==> config.mk <==
export PLATFORM = sky130hd
export DESIGN_NAME = watch_mode_ctrl_flat
export DESIGN_NICKNAME = d
export VERILOG_FILES = /design/src/rtl/watch_pkg.sv /design/src/rtl/watch_mode_ctrl_if.sv /design/src/rtl/btn_debounce.sv /design/src/rtl/watch_mode_ctrl.sv /design/src/flat_wrapper.sv
export SDC_FILE = /design/constraint.sdc
export NUM_CORES = 1
export LEC_CHECK = 0
export CAP_MARGIN = 10
export CORE_MARGIN = 3
export CORE_UTILIZATION = 45
export DETAILED_ROUTE_END_ITERATION = 6
export GPL_ROUTABILITY_DRIVEN = 1
export PLACE_DENSITY_LB_ADDON = 0.12
export SETUP_SLACK_MARGIN = 0.5
export SLEW_MARGIN = 5
export SYNTH_ARGS = -nofsm -noshare
export SYNTH_HDL_FRONTEND = slang
export SYNTH_SLANG_ARGS = --single-unit
==> constraint.sdc <==
create_clock -name clk100MHz -period 3.2 [get_ports clk100MHz]
set_input_delay 0.64 -clock clk100MHz [delete_from_list [all_inputs] [get_ports clk100MHz]]
set_output_delay 0.64 -clock clk100MHz [all_outputs]
set_load 0.02 [all_outputs]
==> src/rtl/watch_pkg.sv <==
// Shared mode and stopwatch-state encodings for the watch controller, stopwatch and display blocks.
package watch_pkg;

  typedef enum logic [1:0] {
    MODE_CLOCK     = 2'b00,
    MODE_STOPWATCH = 2'b01,
    MODE_TIMER     = 2'b10,
    MODE_ALARM     = 2'b11
  } mode_e;

  typedef enum logic [1:0] {
    SW_IDLE    = 2'b00,
    SW_RUNNING = 2'b01,
    SW_PAUSED  = 2'b10
  } sw_state_e;

  function automatic mode_e next_mode(input mode_e m);
    case (m)
      MODE_CLOCK:     next_mode = MODE_STOPWATCH;
      MODE_STOPWATCH: next_mode = MODE_TIMER;
      MODE_TIMER:     next_mode = MODE_ALARM;
      MODE_ALARM:     next_mode = MODE_CLOCK;
      default:        next_mode = MODE_CLOCK;
    endcase
  endfunction

endpackage

==> src/rtl/watch_mode_ctrl_if.sv <==
// Button inputs and mode/stopwatch outputs of the watch mode controller.
interface watch_mode_ctrl_if;
  import watch_pkg::*;

  logic      btn_mode;
  logic      btn_start;
  logic      btn_clear;
  mode_e     sel;
  logic      sw_run;
  logic      sw_clear;
  sw_state_e sw_state;

  modport master (
    output btn_mode, btn_start, btn_clear,
    input  sel, sw_run, sw_clear, sw_state
  );

  modport slave (
    input  btn_mode, btn_start, btn_clear,
    output sel, sw_run, sw_clear, sw_state
  );

endinterface

==> src/rtl/btn_debounce.sv <==
// Two-flop synchronizer, stability counter and rising-edge press pulse for one raw button.
module btn_debounce #(
  parameter int DEBOUNCE_CYCLES = 1000000
) (
  input  logic clk100MHz,
  input  logic rst_n,
  input  logic btn_i,
  output logic level_o,
  output logic press_o
);

  localparam int              CNT_W    = $clog2(DEBOUNCE_CYCLES + 1);
  localparam logic [CNT_W-1:0] CNT_LAST = CNT_W'(DEBOUNCE_CYCLES - 1);
  localparam logic [CNT_W-1:0] CNT_ZERO = CNT_W'(0);
  localparam logic [CNT_W-1:0] CNT_ONE  = CNT_W'(1);

  logic [1:0]       sync_q;
  logic             level_q, level_d;
  logic             press_q, press_d;
  logic [CNT_W-1:0] cnt_q, cnt_d;

  // Level flips only after a full run of samples disagreeing with it; any agreeing sample restarts the run.
  always_comb begin
    level_d = level_q;
    cnt_d   = CNT_ZERO;
    if (sync_q[1] != level_q) begin
      if (cnt_q == CNT_LAST) begin
        level_d = sync_q[1];
        cnt_d   = CNT_ZERO;
      end else begin
        cnt_d   = cnt_q + CNT_ONE;
      end
    end else begin
      cnt_d = CNT_ZERO;
    end
    press_d = level_d & ~level_q;
  end

  always_ff @(posedge clk100MHz or negedge rst_n) begin
    if (!rst_n) begin
      sync_q  <= 2'b00;
      level_q <= 1'b0;
      press_q <= 1'b0;
      cnt_q   <= CNT_ZERO;
    end else begin
      sync_q  <= {sync_q[0], btn_i};
      level_q <= level_d;
      press_q <= press_d;
      cnt_q   <= cnt_d;
    end
  end

  assign level_o = level_q;
  assign press_o = press_q;

endmodule

==> src/rtl/watch_mode_ctrl.sv <==
// Watch mode selector and stopwatch start/pause/clear FSM driven by three debounced buttons.
// Optional feature macro: WATCH_LONG_PRESS_EN (long start hold clears the stopwatch).
module watch_mode_ctrl
  import watch_pkg::*;
#(
  parameter int DEBOUNCE_CYCLES   = 1000000,
  parameter int LONG_PRESS_CYCLES = 200000000
) (
  input logic               clk100MHz,
  input logic               rst_n,
  watch_mode_ctrl_if.slave  bus
);

  logic mode_lvl_s, start_lvl_s, clear_lvl_s;
  logic mode_press_s, start_press_s, clear_press_s;
  logic sw_sel_s, start_ev_s, clear_ev_s, long_ev_s;
  logic unused_s;

  sw_state_e state_q, state_d;
  mode_e     sel_q, sel_d;
  logic      sw_run_q, sw_run_d;
  logic      sw_clear_q, sw_clear_d;

  btn_debounce #(.DEBOUNCE_CYCLES(DEBOUNCE_CYCLES)) u_db_mode (
    .clk100MHz(clk100MHz), .rst_n(rst_n), .btn_i(bus.btn_mode),
    .level_o(mode_lvl_s), .press_o(mode_press_s));

  btn_debounce #(.DEBOUNCE_CYCLES(DEBOUNCE_CYCLES)) u_db_start (
    .clk100MHz(clk100MHz), .rst_n(rst_n), .btn_i(bus.btn_start),
    .level_o(start_lvl_s), .press_o(start_press_s));

  btn_debounce #(.DEBOUNCE_CYCLES(DEBOUNCE_CYCLES)) u_db_clear (
    .clk100MHz(clk100MHz), .rst_n(rst_n), .btn_i(bus.btn_clear),
    .level_o(clear_lvl_s), .press_o(clear_press_s));

  // Start/clear are judged against the mode in force before a same-cycle mode step.
  assign sw_sel_s   = (sel_q == MODE_STOPWATCH);
  assign start_ev_s = start_press_s & sw_sel_s;
  assign clear_ev_s = clear_press_s & sw_sel_s;

`ifdef WATCH_LONG_PRESS_EN
  localparam int              LP_W    = $clog2(LONG_PRESS_CYCLES + 1);
  localparam logic [LP_W-1:0] LP_LAST = LP_W'(LONG_PRESS_CYCLES - 1);
  localparam logic [LP_W-1:0] LP_SAT  = LP_W'(LONG_PRESS_CYCLES);
  localparam logic [LP_W-1:0] LP_ZERO = LP_W'(0);
  localparam logic [LP_W-1:0] LP_ONE  = LP_W'(1);

  logic [LP_W-1:0] lp_cnt_q, lp_cnt_d;

  // Hold-time counter saturates past the trigger point so one hold fires once.
  always_comb begin
    if (!start_lvl_s) begin
      lp_cnt_d = LP_ZERO;
    end else if (lp_cnt_q != LP_SAT) begin
      lp_cnt_d = lp_cnt_q + LP_ONE;
    end else begin
      lp_cnt_d = lp_cnt_q;
    end
  end

  always_ff @(posedge clk100MHz or negedge rst_n) begin
    if (!rst_n) begin
      lp_cnt_q <= LP_ZERO;
    end else begin
      lp_cnt_q <= lp_cnt_d;
    end
  end

  assign long_ev_s = start_lvl_s & (lp_cnt_q == LP_LAST) & sw_sel_s;
  assign unused_s  = ^{mode_lvl_s, clear_lvl_s};
`else
  assign long_ev_s = 1'b0;
  assign unused_s  = ^{mode_lvl_s, clear_lvl_s, start_lvl_s} ^ LONG_PRESS_CYCLES[0];
`endif

  // State register: FSM state, mode select and registered outputs.
  always_ff @(posedge clk100MHz or negedge rst_n) begin
    if (!rst_n) begin
      state_q    <= SW_IDLE;
      sel_q      <= MODE_CLOCK;
      sw_run_q   <= 1'b0;
      sw_clear_q <= 1'b0;
    end else begin
      state_q    <= state_d;
      sel_q      <= sel_d;
      sw_run_q   <= sw_run_d;
      sw_clear_q <= sw_clear_d;
    end
  end

  // Next-state logic: clear (or long hold) beats start.
  always_comb begin
    state_d = state_q;
    if (clear_ev_s || long_ev_s) begin
      state_d = SW_IDLE;
    end else if (start_ev_s) begin
      case (state_q)
        SW_IDLE:    state_d = SW_RUNNING;
        SW_RUNNING: state_d = SW_PAUSED;
        SW_PAUSED:  state_d = SW_RUNNING;
        default:    state_d = SW_IDLE;
      endcase
    end else begin
      state_d = state_q;
    end
  end

  // Output logic, computed from the next state so outputs move with the state.
  always_comb begin
    sel_d      = mode_press_s ? next_mode(sel_q) : sel_q;
    sw_run_d   = (state_d == SW_RUNNING);
    sw_clear_d = clear_ev_s | long_ev_s;
  end

  assign bus.sel      = sel_q;
  assign bus.sw_state = state_q;
  assign bus.sw_run   = sw_run_q;
  assign bus.sw_clear = sw_clear_q;

endmodule

==> src/flat_wrapper.sv <==
// flat-port wrapper written by rule: the top's interface ports become plain ports
module watch_mode_ctrl_flat import watch_pkg::*;
#(
  parameter int DEBOUNCE_CYCLES   = 1000000,
  parameter int LONG_PRESS_CYCLES = 200000000
)
  (clk100MHz, rst_n, bus_btn_mode, bus_btn_start, bus_btn_clear, bus_sel, bus_sw_run, bus_sw_clear, bus_sw_state);
  watch_mode_ctrl_if bus_i ();
  input logic clk100MHz;
  input logic rst_n;
  input wire logic [$bits(bus_i.btn_mode)-1:0] bus_btn_mode;
  input wire logic [$bits(bus_i.btn_start)-1:0] bus_btn_start;
  input wire logic [$bits(bus_i.btn_clear)-1:0] bus_btn_clear;
  output wire logic [$bits(bus_i.sel)-1:0] bus_sel;
  output wire logic [$bits(bus_i.sw_run)-1:0] bus_sw_run;
  output wire logic [$bits(bus_i.sw_clear)-1:0] bus_sw_clear;
  output wire logic [$bits(bus_i.sw_state)-1:0] bus_sw_state;
  assign bus_i.btn_mode = bus_btn_mode;
  assign bus_i.btn_start = bus_btn_start;
  assign bus_i.btn_clear = bus_btn_clear;
  assign bus_sel = bus_i.sel;
  assign bus_sw_run = bus_i.sw_run;
  assign bus_sw_clear = bus_i.sw_clear;
  assign bus_sw_state = bus_i.sw_state;
  watch_mode_ctrl #(.DEBOUNCE_CYCLES(DEBOUNCE_CYCLES), .LONG_PRESS_CYCLES(LONG_PRESS_CYCLES)) u_core (.clk100MHz(clk100MHz), .rst_n(rst_n), .bus(bus_i));
endmodule
# Yosys cells after proc, flatten, opt, wreduce, memory -nomap -nowiden
# Cells that the tools add are included.
dict set report totals {
  inputBits 5
  reg_bits 78
  out_inout_bits 6
  wordCells 58
}
dict set report classes {
  n_reduce_logical 3
  bitwise 8
  n_addsub 3
  eq_ne 12
  muxes 16
}
# operator n
set ops {}
lappend ops {{$mux 20} 6}
lappend ops {{$add 20x1->20 const B} 3}
lappend ops {{$eq 20x20->1 const B} 3}
lappend ops {{$pmux 2 s4} 1}
lappend ops {{$eq 2x1->1 const B} 3}
lappend ops {{$eq 2x2->1 const B} 3}
lappend ops {{$mux 1} 6}
lappend ops {{$and 1x1->1} 5}
lappend ops {{$logic_not 2->1} 2}
lappend ops {{$mux 2} 2}
lappend ops {{$pmux 2 s2} 1}
lappend ops {{$ne 1x1->1} 3}
lappend ops {{$not 1->1} 3}
lappend ops {{$reduce_or 2->1} 1}

# Logic depth before layout (Yosys ltp)
# Gate-level depths: netlist of run 1.
dict set report logic_depth {
  ltp_word 6
  ltp_mapped 6
  ltp_nobuf 6
}

# Hierarchy
# Synthesis of run 1 repeated with hierarchy kept, for this count alone.
dict set report unflattened {
  hier_cells 371
  hier_area_um2 3677.3
}
# mod seq_area_each_um2 cells_per_inst area_each_um2 instances
set by_module_without_submodules {}
lappend by_module_without_submodules {btn_debounce 600.6 116 1136.1 3}
lappend by_module_without_submodules {watch_mode_ctrl 150.1 23 269.0 1}

# Worst setup path before layout of run 1
# Ideal clock, no wire load.
dict set report synth_path {
  kind {register -> register}
  start {register u_core.u_db_mode.cnt_q[0]}
  end {register u_core.u_db_mode.cnt_q[14]}
  period_less_slack_ns 1.744
  required_ns 3.122
  setup_time_ns 0.078
  arrival_time_ns 1.666
  path_slack_ns 1.456
  stages_incl_launch_ff 6
  n_path_buf 0
  cell_sequence {dfrtp_1 > ha_1 > nand2_1 > or4_1 > or3_1 > a21oi_1}
}
dict set report synth_via {
  elab_chain_len 3
  elab_cells_between_ends 4
  cone_classes {1 x add/sub; 1 x eq/ne; 2 x mux}
}
# item line
set synth_lines {}
lappend synth_lines {{from (decl)} btn_debounce.sv:20} ;# logic [CNT_W-1:0] cnt_q, cnt_d;
lappend synth_lines {{from (signal assigned)} btn_debounce.sv:49} ;# cnt_q <= cnt_d;
lappend synth_lines {{$add 20x1->20 / $eq 20x20->1 (equally long branches)} {btn_debounce.sv:31, btn_debounce.sv:27}}
lappend synth_lines {{$mux 20 (*)} btn_debounce.sv:27} ;# if (cnt_q == CNT_LAST) begin
lappend synth_lines {{$mux 20 (*)} btn_debounce.sv:26} ;# if (sync_q[1] != level_q) begin
lappend synth_lines {{via u_core.u_db_mode.cnt_d[14]} btn_debounce.sv:20}
# The timed path passes the listed nets; every way through them passes the cells marked *.
# A chain may end at the register's enable or synchronous reset.

# Worst setup path after layout of run 1
dict set report layout_path {
  start {register u_core.u_db_mode.cnt_q[11]}
  end {register u_core.u_db_mode.cnt_q[18]}
}
# The elaborated chain is that of the path after synthesis.

==> impl_metrics.yaml, run 1 <==
critical_path:
  crit_family: "simple AND/OR/NAND/NOR gates"
  cp.depth: 5
  startpoint_type: "flip-flop"
  worstRegToRegCells: 5
  critPathCaptureType: "flip-flop"
  path_max_fanout: 10
  arrival_ns: 2.24
  slowest_delay_ns: 0.44
  crit_required_ns: 3.45
  cpMaxStageDelayCell: "dfrtp_1"
  r2r_start: "u_core.u_db_mode.cnt_q[11]"
  crit_type: "flip-flop to flip-flop"
  cp_cell_sequence: "nor4b_1 > nand4_1 > o2bb2ai_2 > buf_4 > o21ba_2"
  rrSetupSlack_ns: 1.21
  cp.buffers_inverters: 1
  r2r-end: "u_core.u_db_mode.cnt_q[18]"
cts:
  cts_sinks: 78
  clockRootBuffer: "clkbuf_8"
  cts-buffers-inserted: 9
  clockBufferDepth: 2
  clock_latency_ns: 0.35
  tritoncts: "yes"
  cts_setup_buffers: 0
  hold_buffers: 0
  ctsResizeCount: 0
  clk_pin_slew_ns: 0.09
  htreeDepth: 3
global_routing:
  busiest_layer: "met2"
  globalRouteMet1Util: 0.209
  grtUsageMet2: 0.232
  track_usage: 0.150
  overflow: 0
  grt_use_met3: 0.0302
  grt_pass1_wl_um: 10900
  grt_pass1_vias: 2352
  antenna_found_initial: 0
  grt_max_degree: 79
hold_path:
  min_path_type: "flip-flop to flip-flop"
  holdPathEnd: "u_core.u_db_start.sync_q[1]"
  hold_path_depth: 0
  hp-start: "u_core.u_db_start.sync_q[0]"
detailed_routing:
  vias_per_cell: 5.38
  drtIter0Drc: 101
  vias: 2633
  drt_first_pass_iters: 4
  routed_wl_um: 6560
  detail-route-antenna-nets: 0
  routedWlPerCell_um: 13.4
  drc_errors: 0
synthesis:
  synth_nets: 374
  synthArstFlopShare: 1.00
  synth_edf_count: 0
  synth_area_um2: 3680
  yosysWarnings: 0
  yosysSeqAreaShare: 0.531
  synthCells: 363
  synth-seq-cells: 78
  synth_flop_cell: "dfrtp_1"
  syn_avg_cell_area_um2: 10.1
  ys_types: 40
cells_and_area:
  multi_input_area_um2: 1670
  layout_common_cells: "78 x dfrtp_1, 55 x nor2_1, 29 x xnor2_1, 23 x nand2_1, 18 x nand3_1"
  ff_latch_area_um2: 1950
  fin_area_um2: 4120
  antenna-diode-count: 0
  layout_commonest_cell: "dfrtp_1"
  final.fill_count: 731
  fin_util: 0.524
  area_growth_pct: 11.9
  final_nets: 393
  drive_gt1_frac: 0.0827
pwr:
  p_sw_frac: 0.240
  seqPwrFrac: 0.554
  combPwrFrac: 0.032
  p_switching_uw: 437
  leakage_nw: 1.66
  power.density_nw_per_um2: 443
  p_int_mw: 1.39
  clockPowerShare: 0.414
  max-vdd-ir-drop_uv: 240
timing:
  fin_crit_sh: 0.622
  setup_viol: 0
  min_period_ns: 1.99
  slew_headroom: 0.356
  fin_setup_tns_ns: 0
  slew_violations: 0
  fin_skew_ns: 0.0110
  rsz0062_at_grt: "no"
  max_freq_mhz: 502
  tightest_slew_ns: 0.967
  hold_viol_final: 0
placement:
  placed_area_um2: 3910
  place.gp.congestion: 0.769
  port_buffers: 10
  hpwl_um: 4460
floorplan:
  start_util: 0.469
  die-width_um: 96.4
  ios: 11
  fp.dieArea_um2: 9290
  coreArea_um2: 7850
  num_rows: 32
  die_h_um: 96.4
flow_run:
  drv_cap: 0
status:
  status: "finished, final reports clean"
## worst max path at each step
stage	startpoint	end	slack, ns
floorplan	u_core.u_db_mode.cnt_q[0]	u_core.u_db_mode.cnt_q[14]	1.46
global placement	u_core.u_db_mode.cnt_q[11]	u_core.u_db_mode.cnt_q[18]	1.30
detailed placement	u_core.u_db_mode.cnt_q[11]	u_core.u_db_mode.cnt_q[18]	1.24
CTS	u_core.bus.sw_state[0]	bus_sw_state[0]	1.19
global route	u_core.u_db_mode.cnt_q[15]	u_core.u_db_mode.cnt_q[18]	1.05
finish	u_core.u_db_mode.cnt_q[11]	u_core.u_db_mode.cnt_q[18]	1.21
## Yosys cell counts, types with 2 or more instances
master	n	area share
and3_1	10	0.017
ha_1	6	0.020
dfrtp_1	78	0.53
xnor2_1	29	0.069
inv_1	11	0.011
o31ai_1	2	0.0041
nand4b_1	5	0.012
o21ai_0	15	0.020
nor4b_1	3	0.0071
a21oi_1	10	0.014
nor3_1	16	0.022
xor2_1	15	0.036
nor4_1	13	0.022
nand2_1	23	0.023
or4_1	2	0.0041
nor2_1	55	0.056
clkbuf_1	4	0.0041
mux2i_1	2	0.0054
nand2b_1	4	0.0068
nand4_1	15	0.026
and2_1	3	0.0051
or3_1	5	0.0085
mux2_2	3	0.0092
nand3_1	18	0.024
## per-layer routing
layer	up-vias	part of all wire	wire, µm
met2	36	0.45	2920
met1	1270	0.52	3380
met3	9	0.026	168
li1	1318	-	-
met5	-	0	0
met4	0	0.014	91
## flip-flops by register name, indices dropped and copies added, names as in the netlist
signal	count
u_core.bus.sel	2
u_core.bus.sw_clear	1
u_core.bus.sw_run	1
u_core.bus.sw_state	2
u_core.u_db_clear.cnt_q	20
u_core.u_db_clear.level_o	1
u_core.u_db_clear.press_o	1
u_core.u_db_clear.sync_q	2
u_core.u_db_mode.cnt_q	20
u_core.u_db_mode.level_o	1
u_core.u_db_mode.press_o	1
u_core.u_db_mode.sync_q	2
u_core.u_db_start.cnt_q	20
u_core.u_db_start.level_o	1
u_core.u_db_start.press_o	1
u_core.u_db_start.sync_q	2
## cell type report
class                   instances  share of cell area
well taps                     102              0.0310
repair buffers                 13              0.0292
inverters                      11              0.0100
clock inverters                 7              0.0195
flip-flops and latches         78               0.474
multi-input cells             269               0.406
clock buffers                   9              0.0301
## stage by stage
step                worst slack (ns)  hold slack [ns]  power, mW  cells
global route                    1.05            0.357       1.90    489
CTS                             1.19            0.354       1.85    489
finish                          1.21            0.353       1.82    489
detailed placement              1.24            0.336       1.09    473
global placement                1.30            0.336       1.09    473
floorplan                       1.46            0.331       1.05    363
## power groups by stage
stage / Sequential, mW / Combinational, mW / Clock (mW)
floorplan: 1.03 / 0.0273 / 0
global placement: 1.03 / 0.0601 / 0
detailed placement: 1.03 / 0.0601 / 0
CTS: 1.01 / 0.0604 / 0.780
global route: 1.01 / 0.0675 / 0.817
finish: 1.01 / 0.0576 / 0.755
## cell families (layout without fill, tap and decap cells)
logic type,after synthesis,count (layout),share of synthesized area
simple gates,182,182,0.262
flops,78,78,0.531
xor+xnor,44,44,0.105
compound gates,32,32,0.0507
buf+inv,16,40,0.0167
fa+ha+maj,6,6,0.0204
mux,5,5,0.0146
## worst register-to-register path, cell delays in order, from the launching register on
cell	delay, ns
dfrtp_1	0.44
nor4b_1	0.43
nand4_1	0.19
o2bb2ai_2	0.40
buf_4	0.26
o21ba_2	0.17
Note: power is estimated with default switching activity, not from simulation.
==> run 2: changes to the inputs <==
- clock period: 3.2 -> 1.9 ns (I/O delays scaled with it)
==> run 2 against run 1 <==
Effect of this change:
- global-route usage is 5.2 points higher
- fmax is 14% higher
- final area is 29% higher
- worst setup slack worse by 1.1 ns
- utilization is 15 points higher
- routed wire length is 35% higher
- hold slack hardly changed
- clock skew is 0.0038 ns lower
- via count is 19% higher
==> impl_metrics.yaml, run 2 (synthesis gave the netlist of run 1 again) <==
timing:
  fin_skew_ns: 0.00719
  min_period_ns: 1.75
  rsz0062_at_grt: "yes"
  fin_setup_tns_ns: 0
  tightest_slew_ns: 0.501
  fin_crit_sh: 0.920
  slew_violations: 0
  slew_headroom: 0.663
  max_freq_mhz: 572
  hold_viol_final: 0
  setup_viol: 0
critical_path:
  startpoint_type: "flip-flop"
  slowest_delay_ns: 0.59
  r2r-end: "u_core.u_db_mode.cnt_q[14]"
  crit_type: "flip-flop to flip-flop"
  cp.depth: 4
  crit_required_ns: 2.17
  crit_family: "simple AND/OR/NAND/NOR gates"
  arrival_ns: 2.02
  critPathCaptureType: "flip-flop"
  cp.buffers_inverters: 0
  path_max_fanout: 4
  cp_cell_sequence: "nand4_1 > or4_4 > or3_1 > a21oi_1"
  endpoint: "u_core.u_db_mode.cnt_q[14]"
  cpMaxStageDelayCell: "or4_4"
  cp-startpoint: "u_core.u_db_mode.cnt_q[9]"
  worstRegToRegCells: 4
  rrSetupSlack_ns: 0.15
  r2r_start: "u_core.u_db_mode.cnt_q[9]"
flow_run:
  drv_cap: 0
global_routing:
  grt_pass1_wl_um: 14400
  track_usage: 0.202
  grt_max_degree: 37
  overflow: 0
  grt_pass1_vias: 3051
  antenna_found_initial: 0
placement:
  placed_area_um2: 4130
  hpwl_um: 4710
  place.gp.congestion: 0.832
  port_buffers: 10
cells_and_area:
  ff_latch_area_um2: 1980
  layout_common_cells: "71 x buf_4, 59 x dfrtp_1, 37 x nor2_1, 28 x xnor2_1, 21 x nand2_1"
  layout_commonest_cell: "buf_4"
  final.fill_count: 586
  reg_top3: "u_core.u_db_clear.cnt_q x20, u_core.u_db_mode.cnt_q x20, u_core.u_db_start.cnt_q x20"
  area_growth_pct: 44.1
  fin_area_um2: 5300
  antenna-diode-count: 0
  drive_gt1_frac: 0.419
  multi_input_area_um2: 2110
  final_nets: 478
detailed_routing:
  routed_wl_um: 8870
  drt_first_pass_iters: 4
  detail-route-antenna-nets: 0
  routedWlPerCell_um: 15.5
  drc_errors: 0
  drtIter0Drc: 170
  vias: 3123
  vias_per_cell: 5.44
hold_path:
  min_path_type: "flip-flop to flip-flop"
floorplan:
  fp.dieArea_um2: 9290
  ios: 11
  die-width_um: 96.4
  start_util: 0.469
  coreArea_um2: 7850
  num_rows: 32
  die_h_um: 96.4
cts:
  htreeDepth: 3
  tritoncts: "yes"
  clockBufferDepth: 2
  clock_latency_ns: 0.35
  clockRootBuffer: "clkbuf_8"
  cts_sinks: 78
  cts-buffers-inserted: 9
  clk_pin_slew_ns: 0.08
pwr:
  leakage_nw: 2.20
  max-vdd-ir-drop_uv: 398
  power.density_nw_per_um2: 606
status:
  status: "finished, final reports clean"
run 2: changes by cell type in the layout (fill, tap and decap cells not counted), moves of 10 or more:
cell     delta
dfrtp_2    +19
nor2_1     -18
dfrtp_1    -19
buf_6      +10
nor2_2     +11
buf_4      +67
run 2: worst min-delay path by stage:
stage	startpoint	endpoint	slack [ns]	cells past startpoint
2_1_floorplan	rst_n	u_core.bus.sel[0]	0.08	0
6_report	u_core.u_db_clear.sync_q[0]	u_core.u_db_clear.sync_q[1]	0.35	0
3_3_place_gp	u_core.u_db_start.sync_q[0]	u_core.u_db_start.sync_q[1]	0.33	0
4_1_cts	u_core.u_db_clear.sync_q[0]	u_core.u_db_clear.sync_q[1]	0.36	0
3_5_place_dp	u_core.u_db_clear.sync_q[0]	u_core.u_db_clear.sync_q[1]	0.34	0
5_1_grt	u_core.u_db_clear.sync_q[0]	u_core.u_db_clear.sync_q[1]	0.36	0
run 2: stage by stage:
stage                     cells  hold slack [ns]  power, mW  worst slack [ns]  utilization
after floorplan             363           0.0844       1.79             0.267            -
after global placement      481            0.333       1.86             0.181        0.526
after detailed placement    481            0.338       1.86             0.131        0.526
after CTS                   557            0.356       3.21             0.239        0.631
after global routing        574            0.361       3.34             0.137        0.676
final                       574            0.353       3.21             0.152        0.676
run 2: what timing repair did:
action,CTS,global route
pin swaps,25,26
resized for setup,67,67
hold endpoints to repair,22,0
cloned,3,1
setup endpoints to repair,70,68
setup buffers,56,16
hold buffers,1,0
run 2: metal layers:
metal  global-route usage  wire [µm]  vias to the layer above
li1                     -          -                     1488
met1                0.261       3910                     1556
met3               0.0496        363                       12
met4               0.0724        138                        0
met2                0.332       4450                       67
met5                    0          0                        -
run 2: area by class of cell:
type	instances	area share
flip-flops and latches	78	0.373
inverters	11	0.00779
clock inverters	5	0.0109
well taps	102	0.0241
clock buffers	11	0.0286
multi-input cells	269	0.398
repair buffers	98	0.159
run 2: power by group:
part	internal [mW]	switching, mW	total [mW]	leakage (nW)
registers	1.68	0.0224	1.70	1.04
clock network	0.676	0.624	1.30	0.0976
logic	0.101	0.108	0.210	1.06
total	2.46	0.754	3.21	2.20
==> patch: new RTL, config.mk and constraints of run 2 <==
`DEBOUNCE_CYCLES` is set to 1000000 in 3 places; all go to 500000.
--- a/src/rtl/btn_debounce.sv
+++ b/src/rtl/btn_debounce.sv
@@ -2,3 +2,3 @@
 module btn_debounce #(
-  parameter int DEBOUNCE_CYCLES = 1000000
+  parameter int DEBOUNCE_CYCLES = 500000
 ) (
--- a/src/rtl/watch_mode_ctrl.sv
+++ b/src/rtl/watch_mode_ctrl.sv
@@ -5,3 +5,3 @@
 #(
-  parameter int DEBOUNCE_CYCLES   = 1000000,
+  parameter int DEBOUNCE_CYCLES   = 500000,
   parameter int LONG_PRESS_CYCLES = 200000000
--- a/src/flat_wrapper.sv
+++ b/src/flat_wrapper.sv
@@ -3,3 +3,3 @@
 #(
-  parameter int DEBOUNCE_CYCLES   = 1000000,
+  parameter int DEBOUNCE_CYCLES   = 500000,
   parameter int LONG_PRESS_CYCLES = 200000000
Check against the original RTL: same outputs for any inputs over 10 cycles, from zero or initial values and one cycle with rst_n low; that may be too few to reach the edited logic, so the function may still have changed.
==> patch against run 2 <==
  * Cell area down 11%
  * Critical path depth unchanged
  * Largest power group unchanged
  * Sequential cell count down 3
  * Utilization fell by 4.3 points
  * Power decreased by 9.3%
  * Worst setup slack better by 0.056 ns
  * Wire length is 11% lower
  * First-iteration DRC count down 42%
  * Count of clock-buffer cells in the layout down 1
  * Synthesized area shrank 4.1%
==> patch: results (changes against run 2) <==
[placement]
dp_hpwl_mm = 4.690  ; was 4.711 mm
place.gp.congestion = 0.8860  ; was 0.8316

[worst_hold_path]
holdPathEnd = u_core.u_db_mode.sync_q[1]$_DFF_PN0_  ; was u_core.u_db_clear.sync_q[1]$_DFF_PN0_

[synthesis]
ys_seq_area_share_pct = 53.19  ; was 53.06%
synth_adder_area_share_pct = 2.128  ; was 2.041%
synth.avg_cell_area_um2 = 10.17  ; was 10.13 um2
synthTopCellsByCount = 75 x dfrtp_1, 47 x nor2_1, 30 x xnor2_1  ; was 78 x dfrtp_1, 55 x nor2_1, 29 x xnor2_1
synth_nets = 358  ; was 374
ys_seq_elements = 75  ; was 78
synth_area_leaders = dfrtp_1 53%, xnor2_1 7.4%, nor2_1 5.0%, nand3_1 3.4%, nand4_1 2.8%  ; was dfrtp_1 53%, xnor2_1 6.9%, nor2_1 5.6%, xor2_1 3.6%, nand4_1 2.6%

[sta]
finClkSkew_ns = 0.01068  ; was 0.007193 ns

[power_and_ir_drop]
p_int_mw = 2.196  ; was 2.459 mW
combPwrFrac_pct = 5.7  ; was 6.5%

[run_status]
outcome = completed  ; unchanged

[finish]
clk_share_pct = 3.745  ; was 3.941%
buffers = 79  ; was 98
fillCellCount = 602  ; was 586
num-multi-input-gates = 254  ; was 269

[grt]
grt_max_degree = 35  ; was 37
grt_util_met3_pct = 5.817  ; was 4.957%
use_met2_pct = 32.62  ; was 33.18%
grt_pass1_wl_mm = 13.53  ; was 14.40 mm

[route]
met1_length_mm = 3.423  ; was 3.914 mm
via_per_inst = 5.361  ; was 5.441

[setup_path]
r2r_start = u_core.u_db_mode.cnt_q[5]$_DFF_PN0_  ; was u_core.u_db_mode.cnt_q[9]$_DFF_PN0_

## patch: how the worst max path moves through the flow
stage	to	startpoint	depth (start not counted)	slack [ns]
2_1_floorplan	u_core.u_db_clear.cnt_q[11]$_DFF_PN0_	u_core.u_db_clear.cnt_q[7]$_DFF_PN0_	5	0.14
3_5_place_dp	u_core.u_db_clear.level_o$_DFF_PN0_	u_core.u_db_clear.cnt_q[7]$_DFF_PN0_	4	0.07
4_1_cts	u_core.u_db_mode.level_o$_DFF_PN0_	u_core.u_db_mode.cnt_q[5]$_DFF_PN0_	4	0.18
5_1_grt	u_core.u_db_mode.cnt_q[10]$_DFF_PN0_	u_core.u_db_mode.cnt_q[1]$_DFF_PN0_	5	0.13
6_report	u_core.u_db_mode.level_o$_DFF_PN0_	u_core.u_db_mode.cnt_q[5]$_DFF_PN0_	4	0.21
3_3_place_gp	u_core.u_db_clear.cnt_q[6]$_DFF_PN0_	u_core.u_db_clear.cnt_q[7]$_DFF_PN0_	5	0.13
## patch: through the flow
stage / instance area [um2] / hold slack [ns] / power, mW / utilization, % / worst slack (ns)
finish: 4711 / 0.3522 / 2.914 / 63.26 / 0.2083
global placement: 3958 / 0.3347 / 1.786 / 53.14 / 0.1331
CTS: 4579 / 0.3525 / 2.937 / 61.49 / 0.1787
detailed placement: 3958 / 0.3363 / 1.788 / 53.14 / 0.07304
global route: 4711 / 0.3564 / 3.051 / 63.26 / 0.1271
floorplan: 3601 / 0.08441 / 1.720 / - / 0.1440
## patch: cells by family (layout without fill, tap and decap cells)
kind of cell / after synthesis / in the layout
AOI/OAI and AO/OA: 37 / 37
and+or+nand+nor: 168 / 168
xor gates and xnor gates: 40 / 40
buffers and inverters: 18 / 107
DFF: 75 / 75
adders and majority gates: 6 / 6
muxes: 3 / 3
